### config.mk
export PLATFORM = sky130hd
export DESIGN_NAME = c1541_sd_arb_flat
export DESIGN_NICKNAME = d
export VERILOG_FILES = /design/src/rtl/c1541_pkg.sv /design/src/rtl/c1541_sd_arb_if.sv /design/src/rtl/c1541_rr_pick.sv /design/src/rtl/c1541_sd_arb.sv /design/src/flat_wrapper.sv
export SDC_FILE = /design/constraint.sdc
export NUM_CORES = 1
export LEC_CHECK = 0
export ABC_CLOCK_PERIOD_IN_PS = 3700
export BUFFER_PORTS_ARGS = -buffer_cell sky130_fd_sc_hd__buf_4
export CORE_MARGIN = 8
export CORE_UTILIZATION = 43
export DETAILED_ROUTE_END_ITERATION = 8
export PLACE_DENSITY_LB_ADDON = 0.08
export SLEW_MARGIN = 20
export SYNTH_ARGS = -nofsm -noshare
export SYNTH_HDL_FRONTEND = slang
export SYNTH_SLANG_ARGS = --single-unit
export TNS_END_PERCENT = 1
### constraint.sdc
create_clock -name clk_sys -period 3.7 [get_ports clk_sys]
set_input_delay 0.555 -clock clk_sys [delete_from_list [all_inputs] [get_ports clk_sys]]
set_output_delay 0.555 -clock clk_sys [all_outputs]
set_load 0.005 [all_outputs]
### src/rtl/c1541_pkg.sv
// c1541_pkg: shared types and constants for the c1541 SD channel arbiter.
//   arb_state_t : arbiter state encoding (IDLE/REQ/XFER/DONE)
//   SD_LBA_W    : width of a sector address
//   DRV_IDX_W   : width of a drive index
//   BUFF_W      : width of a buffer data byte
//   rr_next()   : index reached by stepping 'step' places after 'cur', modulo ndrives
package c1541_pkg;

  localparam int SD_LBA_W  = 32;
  localparam int DRV_IDX_W = 2;
  localparam int BUFF_W    = 8;

  typedef enum logic [1:0] {
    IDLE = 2'd0,
    REQ  = 2'd1,
    XFER = 2'd2,
    DONE = 2'd3
  } arb_state_t;

  function automatic logic [DRV_IDX_W-1:0] rr_next(
    input logic [DRV_IDX_W-1:0] cur,
    input int unsigned          ndrives,
    input int unsigned          step
  );
    int unsigned sum;
    sum = 32'(cur) + step;
    return DRV_IDX_W'(sum % ndrives);
  endfunction

endpackage

### src/rtl/c1541_sd_arb_if.sv
// c1541_sd_arb_if: host-side SD block-transfer channel.
//   sd_lba      : sector address of the granted request
//   sd_rd/sd_wr : read / write request toward the host
//   sd_ack      : host transfer-active
//   sd_buff_wr  : host buffer write strobe
//   sd_buff_din : data of the granted drive toward the host
//   sd_drive    : index of the granted drive
// master = arbiter side, slave = host side.
interface c1541_sd_arb_if;
  import c1541_pkg::*;

  logic [SD_LBA_W-1:0]  sd_lba;
  logic                 sd_rd;
  logic                 sd_wr;
  logic                 sd_ack;
  logic                 sd_buff_wr;
  logic [BUFF_W-1:0]    sd_buff_din;
  logic [DRV_IDX_W-1:0] sd_drive;

  modport master (
    output sd_lba, sd_rd, sd_wr, sd_buff_din, sd_drive,
    input  sd_ack, sd_buff_wr
  );

  modport slave (
    input  sd_lba, sd_rd, sd_wr, sd_buff_din, sd_drive,
    output sd_ack, sd_buff_wr
  );

endinterface

### src/rtl/c1541_rr_pick.sv
// c1541_rr_pick: combinational round-robin picker.
//   pending : one request bit per drive
//   last    : most recently completed drive; search starts one past it
//   valid   : some drive is pending
//   idx     : first pending drive found in rotated order
module c1541_rr_pick
  import c1541_pkg::*;
#(
  parameter int NDRIVES = 4
) (
  input  logic [NDRIVES-1:0]   pending,
  input  logic [DRV_IDX_W-1:0] last,
  output logic                 valid,
  output logic [DRV_IDX_W-1:0] idx
);

  // Walk from the farthest position back to last+1 so the nearest pending
  // drive is the one written last and therefore wins.
  always_comb begin
    valid = 1'b0;
    idx   = '0;
    for (int k = NDRIVES; k >= 1; k--) begin
      if (pending[rr_next(last, NDRIVES, k)]) begin
        valid = 1'b1;
        idx   = rr_next(last, NDRIVES, k);
      end
    end
  end

endmodule

### src/rtl/c1541_sd_arb.sv
// c1541_sd_arb: round-robin arbiter sharing one SD block-transfer channel
// among up to four drive track-buffer request ports.
//   clk_sys      : system clock, all state on the rising edge
//   reset        : synchronous, active-high
//   drv_lba      : per-drive LBA, drive i at [32*i+:32]
//   drv_rd/wr    : per-drive request levels
//   drv_ack      : per-drive gated copy of sd_ack
//   drv_buff_din : per-drive data toward SD, drive i at [8*i+:8]
//   drv_buff_wr  : per-drive gated copy of sd_buff_wr
//   sd           : host channel (master side)
//   busy         : arbiter is not in IDLE
module c1541_sd_arb
  import c1541_pkg::*;
#(
  parameter int NDRIVES = 4
) (
  input  logic                         clk_sys,
  input  logic                         reset,
  input  logic [NDRIVES*SD_LBA_W-1:0]  drv_lba,
  input  logic [NDRIVES-1:0]           drv_rd,
  input  logic [NDRIVES-1:0]           drv_wr,
  output logic [NDRIVES-1:0]           drv_ack,
  input  logic [NDRIVES*BUFF_W-1:0]    drv_buff_din,
  output logic [NDRIVES-1:0]           drv_buff_wr,
  c1541_sd_arb_if.master               sd,
  output logic                         busy
);

  arb_state_t           state_reg, state_next;
  logic [DRV_IDX_W-1:0] idx_reg, idx_next;
  logic [DRV_IDX_W-1:0] last_reg, last_next;
  logic [SD_LBA_W-1:0]  lba_reg, lba_next;
  logic                 rd_reg, rd_next;
  logic                 wr_reg, wr_next;

  logic [NDRIVES-1:0]   pending;
  logic                 pick_valid;
  logic [DRV_IDX_W-1:0] pick_idx;
  logic [SD_LBA_W-1:0]  pick_lba;
  logic                 pick_rd;
  logic                 granted_pending;
  logic                 active;
  logic [BUFF_W-1:0]    granted_din;

  assign pending = drv_rd | drv_wr;

  c1541_rr_pick #(.NDRIVES(NDRIVES)) u_pick (
    .pending (pending),
    .last    (last_reg),
    .valid   (pick_valid),
    .idx     (pick_idx)
  );

  // Select the picked drive's LBA/op and the granted drive's data and
  // request level with explicit compares, so no index can reach past NDRIVES.
  always_comb begin
    pick_lba        = '0;
    pick_rd         = 1'b0;
    granted_pending = 1'b0;
    granted_din     = '0;
    for (int i = 0; i < NDRIVES; i++) begin
      if (pick_idx == DRV_IDX_W'(i)) begin
        pick_lba = drv_lba[SD_LBA_W*i +: SD_LBA_W];
        pick_rd  = drv_rd[i];
      end
      if (idx_reg == DRV_IDX_W'(i)) begin
        granted_pending = pending[i];
        granted_din     = drv_buff_din[BUFF_W*i +: BUFF_W];
      end
    end
  end

  always_ff @(posedge clk_sys) begin
    if (reset) begin
      state_reg <= IDLE;
      idx_reg   <= '0;
      last_reg  <= DRV_IDX_W'(NDRIVES-1);
      lba_reg   <= '0;
      rd_reg    <= 1'b0;
      wr_reg    <= 1'b0;
    end else begin
      state_reg <= state_next;
      idx_reg   <= idx_next;
      last_reg  <= last_next;
      lba_reg   <= lba_next;
      rd_reg    <= rd_next;
      wr_reg    <= wr_next;
    end
  end

  always_comb begin
    state_next = state_reg;
    idx_next   = idx_reg;
    last_next  = last_reg;
    lba_next   = lba_reg;
    rd_next    = rd_reg;
    wr_next    = wr_reg;
    case (state_reg)
      IDLE: begin
        if (pick_valid) begin
          state_next = REQ;
          idx_next   = pick_idx;
          lba_next   = pick_lba;
          // Read takes precedence when a drive raises both levels.
          rd_next    = pick_rd;
          wr_next    = !pick_rd;
        end
      end
      REQ: begin
        if (sd.sd_ack) begin
          rd_next    = 1'b0;
          wr_next    = 1'b0;
          state_next = XFER;
        end else if (!granted_pending) begin
          // Withdrawn before the host answered: no turn is consumed.
          rd_next    = 1'b0;
          wr_next    = 1'b0;
          state_next = IDLE;
        end
      end
      XFER: begin
        if (!sd.sd_ack) state_next = DONE;
      end
      DONE: begin
        if (!granted_pending) begin
          state_next = IDLE;
          last_next  = idx_reg;
        end
      end
      default: state_next = IDLE;
    endcase
  end

  assign sd.sd_lba   = lba_reg;
  assign sd.sd_rd    = rd_reg;
  assign sd.sd_wr    = wr_reg;
  assign sd.sd_drive = idx_reg;
  assign busy        = (state_reg != IDLE);

  // Host strobes are steered only while a transfer is requested or running;
  // this path is combinational so drv_buff_wr lines up with the address/data
  // that fan out directly from the host.
  assign active         = (state_reg == REQ) || (state_reg == XFER);
  assign sd.sd_buff_din = active ? granted_din : '0;

  for (genvar gi = 0; gi < NDRIVES; gi++) begin : g_steer
    assign drv_ack[gi]     = active && sd.sd_ack     && (idx_reg == DRV_IDX_W'(gi));
    assign drv_buff_wr[gi] = active && sd.sd_buff_wr && (idx_reg == DRV_IDX_W'(gi));
  end

endmodule

### src/flat_wrapper.sv
// flat-port wrapper written by rule: the top's interface ports become plain ports
module c1541_sd_arb_flat import c1541_pkg::*;
#(
  parameter int NDRIVES = 4
)
  (clk_sys, reset, drv_lba, drv_rd, drv_wr, drv_ack, drv_buff_din, drv_buff_wr, busy, sd_sd_lba, sd_sd_rd, sd_sd_wr, sd_sd_buff_din, sd_sd_drive, sd_sd_ack, sd_sd_buff_wr);
  c1541_sd_arb_if sd_i ();
  input  logic clk_sys;
  input  logic reset;
  input  logic [NDRIVES*SD_LBA_W-1:0] drv_lba;
  input  logic [NDRIVES-1:0] drv_rd;
  input  logic [NDRIVES-1:0] drv_wr;
  output logic [NDRIVES-1:0] drv_ack;
  input  logic [NDRIVES*BUFF_W-1:0] drv_buff_din;
  output logic [NDRIVES-1:0] drv_buff_wr;
  output logic busy;
  output wire logic [$bits(sd_i.sd_lba)-1:0] sd_sd_lba;
  output wire logic [$bits(sd_i.sd_rd)-1:0] sd_sd_rd;
  output wire logic [$bits(sd_i.sd_wr)-1:0] sd_sd_wr;
  output wire logic [$bits(sd_i.sd_buff_din)-1:0] sd_sd_buff_din;
  output wire logic [$bits(sd_i.sd_drive)-1:0] sd_sd_drive;
  input wire logic [$bits(sd_i.sd_ack)-1:0] sd_sd_ack;
  input wire logic [$bits(sd_i.sd_buff_wr)-1:0] sd_sd_buff_wr;
  assign sd_sd_lba = sd_i.sd_lba;
  assign sd_sd_rd = sd_i.sd_rd;
  assign sd_sd_wr = sd_i.sd_wr;
  assign sd_sd_buff_din = sd_i.sd_buff_din;
  assign sd_sd_drive = sd_i.sd_drive;
  assign sd_i.sd_ack = sd_sd_ack;
  assign sd_i.sd_buff_wr = sd_sd_buff_wr;
  c1541_sd_arb #(.NDRIVES(NDRIVES)) u_core (.clk_sys(clk_sys), .reset(reset), .drv_lba(drv_lba), .drv_rd(drv_rd), .drv_wr(drv_wr), .drv_ack(drv_ack), .drv_buff_din(drv_buff_din), .drv_buff_wr(drv_buff_wr), .sd(sd_i), .busy(busy));
endmodule
Word level (Yosys, flattened, before mapping)
Index checks and enable logic that the tools add are counted.
{"block": "totals", "regBits": 40, "elab_cells": 93}
{"block": "classes", "n_addsub": 4, "n_lt_le_gt_ge": 4, "n_eq_ne": 12, "muxes": 44, "bitwise": 2, "reduce_logical": 21}
{"operator": "2-to-1 mux 32 bit", "n": 4}
{"operator": "2-to-1 mux 8 bit", "n": 5}
{"operator": "2-to-1 mux 1 bit", "n": 20}
{"operator": "2-to-1 mux 2 bit", "n": 8}
{"operator": "== test 2 bit, second input constant", "n": 6}
{"operator": "< comparator 2 x 3 -> 1 bit, second input constant", "n": 4}
{"operator": "logical AND 1 bit", "n": 10}
{"operator": "binary-select mux 1 bit (select 2 bit)", "n": 4}
{"operator": "case mux 2 bit (4 select lines)", "n": 1}
{"operator": "== test 2 x 1 -> 1 bit, second input constant", "n": 3}
{"operator": "logical NOT 2 bit", "n": 3}
{"operator": "AND reduction 2 bit", "n": 3}
{"operator": "adder 2 x 1 -> 2 bit, second input constant", "n": 2}
{"operator": "adder 2 bit, second input constant", "n": 2}
{"operator": "bitwise OR 4 bit", "n": 1}
{"operator": "case mux 1 bit (2 select lines)", "n": 2}
{"operator": "nonzero test 2 bit", "n": 2}
{"operator": "!= test 3 bit, second input constant", "n": 1}
{"operator": "AND reduction 3 bit", "n": 1}
{"operator": "!= test 2 x 1 -> 1 bit, second input constant", "n": 1}
{"operator": "!= test 2 bit, second input constant", "n": 1}
{"operator": "logical NOT 1 bit", "n": 1}
{"operator": "logical OR 1 bit", "n": 1}
{"operator": "NOT 1 bit", "n": 1}

Longest topological paths before layout
{"block": "logic_depth", "word_depth": 15, "mapped_depth": 8}

Modules after synthesis
From an unflattened synthesis, not the netlist that was laid out.
{"block": "hier_totals", "cells_unflattened": 293, "area_unflattened_um2": 2825.2}
{"module": "c1541_sd_arb", "instances": 1, "cells_per_inst": 279, "area_per_inst_um2": 2733.9, "seq_area_each_um2": 800.8}
{"module": "c1541_rr_pick", "instances": 1, "cells_per_inst": 14, "area_per_inst_um2": 91.3, "seq_area_each_um2": 0.0}

Worst setup path before layout
No wires, ideal clock.
{"block": "synth_path", "kind": "reg-to-output", "from": "register u_core.idx_reg[0] (netlist: u_core.sd.sd_drive[0])", "to": "output sd_sd_buff_din[4]", "arrival_time_ns": 1.612, "required_ns": 3.145, "slack_ns": 1.533, "path_stages_with_launch": 5, "n_path_buf": 2, "path_cell_list": "dfxtp_1 > clkbuf_1 > buf_2 > mux4_2 > and2_1"}
{"block": "synth_between", "elab_chain_len": 6}
{"element": "from (decl)", "line": "c1541_sd_arb.sv:30", "text": "logic [DRV_IDX_W-1:0] idx_reg, idx_next;"}
{"element": "from (signal assigned)", "line": "c1541_sd_arb.sv:83", "text": "idx_reg <= idx_next;"}
{"element": "logical NOT 2 bit", "line": "c1541_sd_arb.sv:66", "text": "if (idx_reg == DRV_IDX_W'(i)) begin"}
{"element": "2-to-1 mux 8 bit (3 in series)", "line": "c1541_sd_arb.sv:66"}
{"element": "2-to-1 mux 8 bit *", "line": "c1541_sd_arb.sv:66"}
{"element": "2-to-1 mux 8 bit *", "line": "c1541_sd_arb.sv:144", "text": "assign sd.sd_buff_din = active ? granted_din : '0;"}
{"element": "to (decl)", "line": "flat_wrapper.sv:20", "text": "output wire logic [$bits(sd_i.sd_buff_din)-1:0] sd_sd_buff_din;"}
Every way passes the cells marked *; elsewhere a longest branch is shown, timed or not.

Worst setup path after layout
{"block": "layout_path", "from": "register u_core.idx_reg[0] (netlist: u_core.sd.sd_drive[0])", "to": "output sd_sd_buff_din[7]"}
Same word-level chain as after synthesis.

==> metrics <==
vias per cell=5.34; Iter 0 DRT Violations=154; hpwl dp=8.57 mm; syn nets=466; Hold WC Path Type=reg -> reg; met3 wire len=707 um; power per cell area=286 mW/mm2; Critical Setup Path Class=reg -> out; CTS Hold Bufs=0; post-synthesis register bit count=40; FF-to-FF Start=u_core.state_reg[1]; final core occ=69.1%; Initial Utilization=43.5%; count leader, synth=mux2i_1; clock-pin slew on the worst setup and hold paths=80 ps; Worst Skew=4.35 ps; Final period util=70.9%; WP data arrival=2070 ps; Lkg Pwr=2.39 nW; routed via count=3115; EDFF count, synth=0; Chip Width=98 um; pre-CTS WS=1080 ps; M1 WL=4.12 mm; Seq/Total Area, Yosys=27.7%; post-synth top area share=27.7%; Layout area overhead=58.8%; Post-synth top flop=dfxtp_1; worst path cell trace=mux4_2, and2_1, buf_4; total track usage=20.7%; status=complete, no violations; Area after DPL=0.00450 mm2; Antenna diodes=0; fmax=381 MHz; Hold Vio Cnt, Final=0; first-pass GRT wire length=16.3 mm; Area contributors post-synth=dfxtp_1 (28%), mux2i_1 (22%), mux4_2 (7.0%); Hold EP=u_core.sd.sd_lba[30]; fin cells=583; area of the core=0.00664 mm2; Rel. slew slack=43.1%; # placed instances=575; Setup crit end kind=primary output; Crit path max-delay family=flip-flops; drt first pass iters=4; global route overflow=0; Site Rows=30; CP max FO=17; Nets=679; IO Count=225; routability cong.=0.815; Peak supply drop=0.000139 V; CP max-delay cell=dfxtp_1; RSZ-0062 raised after global routing=no; largest net degree at the start of global routing=36; max reg flops=32; post-route cell area=0.00459 mm2; CTS root buffer=clkbuf_8; Met2 Wirelength=5.64 mm; H-tree depth=2; DRC Markers=0; fin worst setup slack=1080 ps; Final setup violation count=0; latest clock arrival within the worst-skew pair=290 ps; routed len/inst=18.1 um; minimum clock period=2620 ps; clock buffer depth=2; Die ar.=0.00960 mm2; depth of the most critical reg-to-reg path=7; number of global-route vias before repair=3254; TritonCTS buffer count=5; hold path start=u_core.sd.sd_lba[30]; CP max stage delay=880 ps; post-synth cell types=44; largest area contributor in the netlist=dfxtp_1; Cell Area, Synth=0.00289 mm2; port bufs=224; Final TNS setup=0 ps; initial antenna violation count=0; final antenna-violating net count=0; R2R Path End=u_core.sd.sd_lba[4]; Synth async-reset ratio=0%; Post-CTS Setup Bufs=0; die height=98 um; share of layout cells above drive strength 1=52.5%; Max-Cap Viols=0; TritonCTS clock tree=done; Mean Syn Cell Area=10.0 um2; Final Slew Violations=0; post-CTS sizing=0; worst path buffer plus inverter count=1; Post-synth top cells=mux2i_1 (64), nand2_1 (42), dfxtp_1 (40); Post-Synthesis Cells=289; Worst Max-Slew Pin Slew=852 ps; Worst Setup Start Kind=flip-flop; Final Power=1.31 mW; yosys warns=0; flop2flop setup slack=1380 ps; final wirelength=10.5 mm; Top Layer Used=met4; worst hold stages=2; Clock Sinks=40; hold_ws=466 ps; Req. time, crit path=3140 ps
==> cell families (layout without fill, tap and decap cells) <==
kind of cell / after synthesis / after routing / share of synthesized area, %
buffers and inverters: 27 / 241 / 7.75
AO/OA/AOI/OAI: 63 / 63 / 19.9
adder cells (fa/ha/maj): 5 / 5 / 2.16
flip-flops: 40 / 40 / 27.7
AND/OR/NAND/NOR: 81 / 81 / 13.3
multiplexers: 73 / 73 / 29.2
==> power by group <==
group          switching [mW]  total [mW]  internal, mW
sequential             0.0364       0.515         0.479
combinational           0.192       0.492         0.300
clock                   0.155       0.307         0.152
==> per-layer routing <==
metal  vias to the layer above  GRT usage, %
met2                       127          39.0
met4                         0          3.72
met3                         9          5.48
met5                         -             0
li1                       1525             -
met1                      1454          22.5
==> worst max-delay path by stage <==
| stage | start | end | slack, ps | cells after the start |
|---|---|---|---|---|
| finish | u_core.sd.sd_drive[0] | sd_sd_buff_din[7] | 1080 | 3 |
| global route | u_core.sd.sd_drive[0] | sd_sd_buff_din[1] | 930 | 3 |
| CTS | u_core.sd.sd_drive[0] | sd_sd_buff_din[7] | 1050 | 3 |
| detailed placement | drv_wr[2] | u_core.sd.sd_wr | 1080 | 6 |
| global placement | drv_wr[2] | u_core.sd.sd_wr | 1220 | 6 |
| floorplan | u_core.sd.sd_drive[0] | sd_sd_buff_din[4] | 1530 | 4 |
==> cell usage in the layout, fill, tap and decap left out, types with 2 or more instances in the layout <==
master,count
o221ai_1,23
ha_1,5
o21ai_0,3
nor3_1,2
nand2_1,42
a311o_1,2
nand2b_1,3
nor2_1,13
clkbuf_8,6
dfxtp_1,40
a21oi_1,10
a211o_1,2
mux4_2,9
and2_1,8
buf_4,227
inv_1,6
mux2i_1,64
or2_2,2
o221ai_2,11
==> final cells by class <==
type / instances / area [um2]
multi-input combinational: 222 / 1870
clock buffer: 7 / 86.3
tap: 80 / 100
timing repair buffer: 227 / 1700
clock inverter: 1 / 7.51
sequential: 40 / 801
fill: 548 / 2050
inverter: 6 / 22.5
==> tightest hold or removal path: cells and delay by family (launching register included) <==
family / cells / cell delay [ps]
AOI/OAI and AO/OA: 1 / 60
DFF: 1 / 330
and+or+nand+nor: 1 / 50
(Power assumes the default switching activity.)
